<file path="config.mk">
export PLATFORM = sky130hd
export DESIGN_NAME = yuv_transform_scheduler
export DESIGN_NICKNAME = d
export VERILOG_FILES = /design/src/rtl/yuv_transform_scheduler.sv
export SDC_FILE = /design/constraint.sdc
export NUM_CORES = 1
export LEC_CHECK = 0
export ABC_AREA = 1
export CAP_MARGIN = 10
export CORE_ASPECT_RATIO = 1.5
export CORE_MARGIN = 2
export CORE_UTILIZATION = 25
export DETAILED_ROUTE_END_ITERATION = 16
export PLACE_DENSITY = 0.76
export REMOVE_ABC_BUFFERS = 1
export SYNTH_ARGS = -nofsm -noshare
export SYNTH_HDL_FRONTEND = slang
export SYNTH_SLANG_ARGS = --single-unit
</file>
<file path="constraint.sdc">
create_clock -name clk -period 1.58 [get_ports clk]
set_clock_uncertainty 0.2 [all_clocks]
set_input_delay 0.474 -clock clk [delete_from_list [all_inputs] [get_ports clk]]
set_output_delay 0.474 -clock clk [all_outputs]
set_load 0.005 [all_outputs]
</file>
<file path="src/rtl/yuv_transform_scheduler.sv">
// yuv_transform_scheduler
// Shares one fixed-latency RGB-to-YCbCr datapath between NUM_REQ pixel
// streams. A round-robin arbiter grants the datapath to one packet at a time.
// A latency-matched tag pipe then returns each result to the requester that owns it.
module yuv_transform_scheduler #(
    parameter int NUM_REQ    = 4,
    parameter int DATA_WIDTH = 10,
    parameter int PIPE_LAT   = 3
) (
    input  logic                               clk,
    input  logic                               rst,
    input  logic [NUM_REQ-1:0]                 req_valid,
    output logic [NUM_REQ-1:0]                 req_ready,
    input  logic [NUM_REQ*3*DATA_WIDTH-1:0]    req_data,
    input  logic [NUM_REQ-1:0]                 req_sop,
    input  logic [NUM_REQ-1:0]                 req_eop,
    output logic                               dp_in_valid,
    output logic [3*DATA_WIDTH-1:0]            dp_in_data,
    output logic                               dp_in_sop,
    output logic                               dp_in_eop,
    input  logic [3*DATA_WIDTH-1:0]            dp_out_data,
    output logic [NUM_REQ-1:0]                 out_valid,
    output logic [3*DATA_WIDTH-1:0]            out_data,
    output logic                               out_sop,
    output logic                               out_eop,
    output logic [$clog2(NUM_REQ)-1:0]         out_id,
    output logic                               busy,
    output logic                               sop_err
);

    localparam int IdW  = $clog2(NUM_REQ);
    localparam int PixW = 3 * DATA_WIDTH;

    typedef enum logic {
        IDLE,
        LOCK
    } state_t;

    state_t           state_q;
    logic [IdW-1:0]   grantId_q;
    logic [IdW-1:0]   grantId_d;
    logic [IdW-1:0]   rrPtr_q;
    logic             firstBeat_q;
    logic             anyReq;
    logic [IdW-1:0]   cand;

    logic             selValid;
    logic             selSop;
    logic             selEop;
    logic [PixW-1:0]  selData;
    logic             accept;
    logic             sopBad;
    logic             anyTag;

    logic             tagV_q   [PIPE_LAT];
    logic             tagSop_q [PIPE_LAT];
    logic             tagEop_q [PIPE_LAT];
    logic [IdW-1:0]   tagId_q  [PIPE_LAT];

    // Round-robin pick: first valid requester after the last packet owner
    always_comb begin
        anyReq    = 1'b0;
        grantId_d = '0;
        cand      = '0;
        for (int off = 1; off <= NUM_REQ; off++) begin
            cand = IdW'((int'(rrPtr_q) + off) % NUM_REQ);
            if (!anyReq && req_valid[cand]) begin
                anyReq    = 1'b1;
                grantId_d = cand;
            end
        end
    end

    // Select the granted requester's beat and build the per-requester readies
    always_comb begin
        selValid  = 1'b0;
        selSop    = 1'b0;
        selEop    = 1'b0;
        selData   = '0;
        req_ready = '0;
        for (int k = 0; k < NUM_REQ; k++) begin
            if (grantId_q == IdW'(k)) begin
                selValid = req_valid[k];
                selSop   = req_sop[k];
                selEop   = req_eop[k];
                selData  = req_data[k*PixW +: PixW];
                req_ready[k] = (state_q == LOCK);
            end
        end
    end

    // Accept handshake; a first beat without sop is swallowed and flagged
    always_comb begin
        accept      = (state_q == LOCK) && selValid;
        sopBad      = accept && firstBeat_q && !selSop;
        dp_in_valid = accept && !sopBad;
        dp_in_data  = selData;
        dp_in_sop   = selSop;
        dp_in_eop   = selEop;
        sop_err     = sopBad;
    end

    // Arbitration / packet-lock state machine
    always_ff @(posedge clk) begin
        if (rst) begin
            state_q     <= IDLE;
            grantId_q   <= '0;
            rrPtr_q     <= IdW'(NUM_REQ - 1);
            firstBeat_q <= 1'b0;
        end else begin
            case (state_q)
                IDLE: begin
                    if (anyReq) begin
                        grantId_q   <= grantId_d;
                        firstBeat_q <= 1'b1;
                        state_q     <= LOCK;
                    end
                end
                LOCK: begin
                    if (accept) begin
                        firstBeat_q <= 1'b0;
                        if (selEop) begin
                            state_q <= IDLE;
                            rrPtr_q <= grantId_q;
                        end
                    end
                end
                default: state_q <= IDLE;
            endcase
        end
    end

    // Tag pipe that follows each forwarded beat through the datapath
    always_ff @(posedge clk) begin
        if (rst) begin
            for (int i = 0; i < PIPE_LAT; i++) begin
                tagV_q[i]   <= 1'b0;
                tagSop_q[i] <= 1'b0;
                tagEop_q[i] <= 1'b0;
                tagId_q[i]  <= '0;
            end
        end else begin
            tagV_q[0]   <= dp_in_valid;
            tagSop_q[0] <= dp_in_sop;
            tagEop_q[0] <= dp_in_eop;
            tagId_q[0]  <= grantId_q;
            for (int i = 1; i < PIPE_LAT; i++) begin
                tagV_q[i]   <= tagV_q[i-1];
                tagSop_q[i] <= tagSop_q[i-1];
                tagEop_q[i] <= tagEop_q[i-1];
                tagId_q[i]  <= tagId_q[i-1];
            end
        end
    end

    // Steer the datapath result to its owner and report activity
    always_comb begin
        anyTag = 1'b0;
        for (int i = 0; i < PIPE_LAT; i++) begin
            anyTag = anyTag | tagV_q[i];
        end
        for (int k = 0; k < NUM_REQ; k++) begin
            out_valid[k] = tagV_q[PIPE_LAT-1] && (tagId_q[PIPE_LAT-1] == IdW'(k));
        end
        out_sop  = tagV_q[PIPE_LAT-1] & tagSop_q[PIPE_LAT-1];
        out_eop  = tagV_q[PIPE_LAT-1] & tagEop_q[PIPE_LAT-1];
        out_id   = tagId_q[PIPE_LAT-1];
        out_data = dp_out_data;
        busy     = (state_q == LOCK) || anyTag;
    end

endmodule

</file>
==> run_results.csv <==
group,metric,value,unit
logic_synthesis,synth_top_area_cell,"dfxtp_1",
pwr,power_density,1467,nW/µm²
timing,min_period_over_period,143.5,%
logic_synthesis,synthCells,362,
run_status,outcome,"finished, violations left",
clock_tree,cts_root_buf,"clkbuf_16",
route,drt-total-wl,12640,µm
logic_synthesis,ys_ff_latch,21,
clock_tree,cts_buffer_depth,2,
timing,fmax,441.1,MHz
setup_path,path_max_fanout,11,
setup_path,critPathLaunchType,"flip-flop",
cells_and_area,multiInputGateArea,1737,µm²
route,drc,0,
grt,grt_pass1_vias,3613,
timing,fin_ws,-686.8,ps
floorplanning,die_area,9298,µm²
setup_path,arrival,1590,ps
cells_and_area,nFillCells,658,
hold_path,hold_path.class,"reg -> reg",
clock_tree,insertion_delay,250,ps
placement,gp_congestion,0.8419,
route,wl_per_cell,17.87,µm
floorplanning,start_util,25.50,%
clock_tree,path_clk_slew,60,ps
logic_synthesis,synth_warnings,0,
timing,whs,205.3,ps
setup_path,path_class,"reg -> out",
timing,worst_pin_slew,254.3,ps
logic_synthesis,avgSynthCellArea,5.890,µm²
floorplanning,die_w,79.40,µm
logic_synthesis,synth_top_area_share,19.72,%
logic_synthesis,synth_most_common_cell,"nand2_1",
grt,antenna_found_initial,0,
setup_path,worstSetupEndpointType,"output pin",
logic_synthesis,synth-edff-count,0,
cells_and_area,nNetsFinal,765,
pwr,power,7.815,mW
floorplanning,die-height,117.1,µm
cells_and_area,final_cells,707,
grt,grt-ovfl-total,0,
logic_synthesis,ys_top_cells_by_area,"dfxtp_1 (20%), nand2_1 (19%), buf_4 (12%), nand3_1 (6.8%), nor2_1 (6.3%)",
logic_synthesis,async_reset_ff_share,0,%
logic_synthesis,synth-main-ff-cell,"dfxtp_1",
clock_tree,cts_inserted_buffers,3,
floorplanning,fp-row-count,41,
timing,tns,-23350,ps
placement,hpwl,8393,µm
placement,place_inst,652,
timing,rsz0062_at_grt,"yes",
grt,grt.total_usage,24.82,%
placement,io_buffers,180,
timing,maxSlewViolCount,0,
cells_and_area,n_antenna_cell,0,
logic_synthesis,yosysSeqAreaShare,19.72,%
route,viasPerCell,4.997,
route,drt_iter0_markers,166,
cells_and_area,area_delta_synth_final,149.8,%
clock_tree,cts_sinks,21,
timing,finalHoldViolCount,0,
setup_path,cp.required,910,ps
cells_and_area,regArea,440.4,µm²
cells_and_area,drive_above_1_share,47.83,%
timing,max_slew_margin,83.03,%
grt,grt_max_degree,15,
timing,finalCriticalPeriod,2267,ps
timing,finalSetupViolations,51,
floorplanning,io_pins,241,
route,vias,3533,
logic_synthesis,post_synth_instance_area,2132,µm²
flow_run,maxCapViolCount,0,
logic_synthesis,netlist_top_cells_count,"nand2_1 (106), nor2_1 (36), buf_4 (34)",
pwr,vdd_drop_max,0.8409,mV
clock_tree,tritoncts,"yes",
floorplanning,coreArea,8362,µm²
pwr,leakagePower,2.420,nW
route,drt_pass1_iterations,5,
grt,grt_pass1_wl,17470,µm
route,ant_nets,0,
run_status,violations,"negative setup slack",
logic_synthesis,synth_cell_type_count,27,
clock_tree,htreeDepth,1,
## per-layer routing
layer	vias to the layer above	track usage (%)	wire length, µm
li1	1622	-	-
met1	1640	25.08	4598
met2	230	46.21	6539
met3	39	9.663	1035
met4	2	7.701	415
met5	-	3.889	46
## critical path, stage by stage, from the launching register on
cell and delay [ps]:
dfxtp_4 390, buf_12 140, buf_12 150, buf_6 120
a221oi_2 280, a21oi_1 120, buf_2 140
## where the power goes
group | internal (mW) | total [mW] | switching, mW
clock network | 0.340 | 0.536 | 0.196
registers | 0.679 | 0.842 | 0.163
logic | 3.43 | 6.44 | 3.01
total | 4.45 | 7.81 | 3.37
## cell families (layout without fill, tap and decap cells)
family                 after synthesis  after routing  share of synthesized area [%]
AO/OA/AOI/OAI                       35             35                          11.62
buffers and inverters               90            328                          23.06
flip-flops                          21             21                          19.72
AND/OR/NAND/NOR                    216            216                          45.60
## flip-flops by register name (all words and copies together), names as in the netlist
register,cells
firstBeat_q,1
grantId_q,2
rrPtr_q,2
state_q,1
tagEop_q,3
tagId_q,6
tagSop_q,3
tagV_q,3
## worst paths after layout
kind	from	endpoint	slack [ps]	depth (start not counted)
worst max-delay path	grantId_q[0]	dp_in_data[28]	-690	6
worst min-delay path	tagSop_q[0][1]	tagSop_q[0][2]	210	2
worst max register to register	grantId_q[0]	rrPtr_q[0]	-240	10
worst min register to register	tagSop_q[0][1]	tagSop_q[0][2]	210	2
## cells in the final DEF (no fill, tap or decap), drive strengths merged
| cell | synthesis | final |
|---|---|---|
| inv | 38 | 38 |
| clkinv | 0 | 2 |
| o21ai | 4 | 4 |
| a21oi | 14 | 14 |
| o2111ai | 1 | 1 |
| clkdlybuf4s15 | 0 | 2 |
| nand2 | 122 | 122 |
| dfxtp | 21 | 21 |
| clkdlybuf4s50 | 0 | 126 |
| nand4 | 19 | 19 |
| nor3 | 5 | 5 |
| a21boi | 1 | 1 |
| o221ai | 1 | 1 |
| a221oi | 14 | 14 |
| buf | 43 | 150 |
| dlygate4sd2 | 0 | 3 |
| dlymetal6s2s | 0 | 2 |
| clkbuf | 9 | 5 |
| nor2 | 37 | 37 |
| and2 | 1 | 1 |
| nand3 | 32 | 32 |
## cell type report
type / count / share of cell area [%]
inverter: 38 / 3.665
timing repair buffer: 285 / 51.22
tap: 107 / 2.514
timing repair inverter: 1 / 0.2115
clock inverter: 1 / 0.09398
sequential: 21 / 8.271
multi-input combinational: 251 / 32.61
clock buffer: 3 / 1.410
## metrics by stage
step	setup slack, ps	utilization, %	cell area [µm²]
2_1_floorplan	-1092	-	1793
3_3_place_gp	-1096	50.13	4192
3_5_place_dp	-1135	50.13	4192
4_1_cts	-680.4	59.63	4986
5_1_grt	-775.5	63.68	5325
6_report	-686.8	63.68	5325
## what timing repair did
item                       in CTS  in global routing
setup buffers                  44                 14
resized for setup             322                 94
hold buffers                    0                  0
setup endpoints to repair      54                 54
pin swaps                      46                 44
cloned                          5                  0
(Power assumes the default switching activity.)
==> variant: new RTL, same settings <==
Change the parameter `PIPE_LAT` from 3 to 6.
--- a/src/rtl/yuv_transform_scheduler.sv
+++ b/src/rtl/yuv_transform_scheduler.sv
@@ -7,3 +7,3 @@
     parameter int DATA_WIDTH = 10,
-    parameter int PIPE_LAT   = 3
+    parameter int PIPE_LAT   = 6
 ) (
Formal check against the unedited RTL: not equivalent (a bounded check fails within 10 cycles, from zero or initial values and one cycle with rst high).
==> variant against the unedited design <==
The run still ends with setup timing left. First-iteration DRC count fell by 31%. Sequential cell count rose by 15. Count of clock-buffer cells in the layout rose by 4. Global-route usage is 2.0 points lower. Synthesized area up 15%. Worst setup slack worse by 0.074 ns. Maximum frequency down 3.2%. Largest cell class unchanged. Cell area is 3.7% higher. Total power is 11% higher. Wire length up 6.2%.
==> variant: results (changes against the unedited design) <==
stage;metric;value;unit;change
critical_path;Crit path max-delay family;simple AND/OR/NAND/NOR gates;;was buffers and inverters
layout;share of layout cells above drive strength 1;41.6;%;was 47.8%
power_and_ir_drop;LEAKAGE;2.48;nW;was 2.42 nW
timing;Final WS setup;-0.761;ns;was -0.687 ns
critical_path;slowest stage delay, CP;0.44;ns;was 0.39 ns
drt;DR vias;3663;;was 3533
synthesis;Synth Area per Inst;5.91;µm²;was 5.89 µm²
synthesis;synth cell count leaders;nand2_1 (165), inv_1 (45), nor2_1 (40);;was nand2_1 (106), nor2_1 (36), buf_4 (34)
global_route;largest net degree at the start of global routing;30;;was 15
critical_path;Reg2Reg Depth;11;;was 10
layout;Final nets;799;;was 765
global_route;vias in the first global route;3855;;was 3613
place;DP Worst Slack;-1.17;ns;was -1.13 ns
run_status;failing checks;setup timing;;unchanged
drt;1st-pass router iterations;4;;was 5
place;I/O Buffers;180;;unchanged
synthesis;dominant cells by area after synthesis;dfxtp_1 (29%), nand2_1 (25%), buf_4 (9.8%), nand4_1 (8.2%), inv_1 (6.9%);;was dfxtp_1 (20%), nand2_1 (19%), buf_4 (12%), nand3_1 (6.8%), nor2_1 (6.3%)
clock_tree;clock network latency to the later pin of the worst-skew pair;0.28;ns;was 0.25 ns
run_status;status;finished with violations;;unchanged
place;post-DP HPWL;8840;µm;was 8390 µm
layout;# fillers;852;;was 658
place;placed cells;690;;was 652
critical_path;worst-path maximum fanout;5;;was 11
synthesis;register area share after synthesis;29.5;%;was 19.7%
drt;drt initial violations;115;;was 166
drt;Routed wire per std cell;17.9;µm;about the same
timing;final setup vio count;52;;was 51
clock_tree;Root Driver;clkbuf_16;;unchanged
clock_tree;Num CTS Buffers;5;;was 3
synthesis;yosys warns;0;;unchanged
drt;drt total wl;13400;µm;was 12600 µm
power_and_ir_drop;Peak VDD IR;1190;µV;was 841 µV
clock_tree;CTS H-tree depth;2;;was 1
global_route;All-Layer GR Usage;22.9;%;was 24.8%
place;Final Wtd Congestion;0.866;;was 0.842
timing;Slew headroom;84.5;%;was 83.0%
synthesis;Netlist cell types;25;;was 27
power_and_ir_drop;Sw Pwr;3.57;mW;was 3.37 mW
critical_path;Arrival @ worst endpoint;1.67;ns;was 1.59 ns
global_route;first-pass GRT wire length;18800;µm;was 17500 µm
synthesis;FFs w/ async S/R, synth;0;%;unchanged
## variant: worst paths after layout
check / end / slack, ns / from
worst max-delay path: sop_err / -0.76 / grantId_q[0]
worst min-delay path: tagSop_q[0][4] / 0.20 / tagSop_q[0][3]
worst max register to register: rrPtr_q[1] / -0.20 / grantId_q[1]
worst min register to register: tagSop_q[0][4] / 0.20 / tagSop_q[0][3]
## variant: power by group through the flow
stage | registers, mW | clock network, mW | logic, mW
global route | 1.23 | 1.06 | 6.92
CTS | 1.20 | 1.00 | 5.83
floorplan | 1.16 | 0 | 1.74
global placement | 1.16 | 0 | 4.32
detailed placement | 1.16 | 0 | 4.37
finish | 1.21 | 1.01 | 6.47
## variant: stage by stage
step	util [%]	cell area (µm²)	setup TNS, ns	hold slack (ns)
6_report	57.6	5520	-24.33	0.199
5_1_grt	57.6	5520	-27.46	0.208
4_1_cts	53.9	5170	-24.44	0.203
3_5_place_dp	45.6	4370	-34.23	0.195
3_3_place_gp	45.6	4370	-33.78	0.188
2_1_floorplan	-	2130	-26.37	0.188
## variant: cell type report
class | instances | share of cell area (%)
tap | 115 | 2.61
inverter | 52 | 4.35
multi-input combinational | 277 | 29.9
sequential | 36 | 13.4
timing repair buffer | 263 | 46.9
clock buffer | 7 | 2.77
## variant: kinds of logic after synthesis
family | count (synthesis) | share of synthesized area, %
simple gates | 271 | 48.0
buf+inv | 101 | 20.9
flops | 36 | 29.5
compound gates | 6 | 1.64
## variant: per-layer routing
metal,GRT usage [%],vias up,wire [µm]
li1,-,1690,-
met1,24.8,1712,4890
met2,40.3,230,6860
met3,9.04,31,1280
met4,6.26,0,391
met5,4.78,-,0
## variant: what timing repair did
action	in CTS	in global routing
pin swaps	47	44
cloned	6	4
resized for setup	319	83
buffers inserted	36	19
endpoints found under the setup margin	55	53
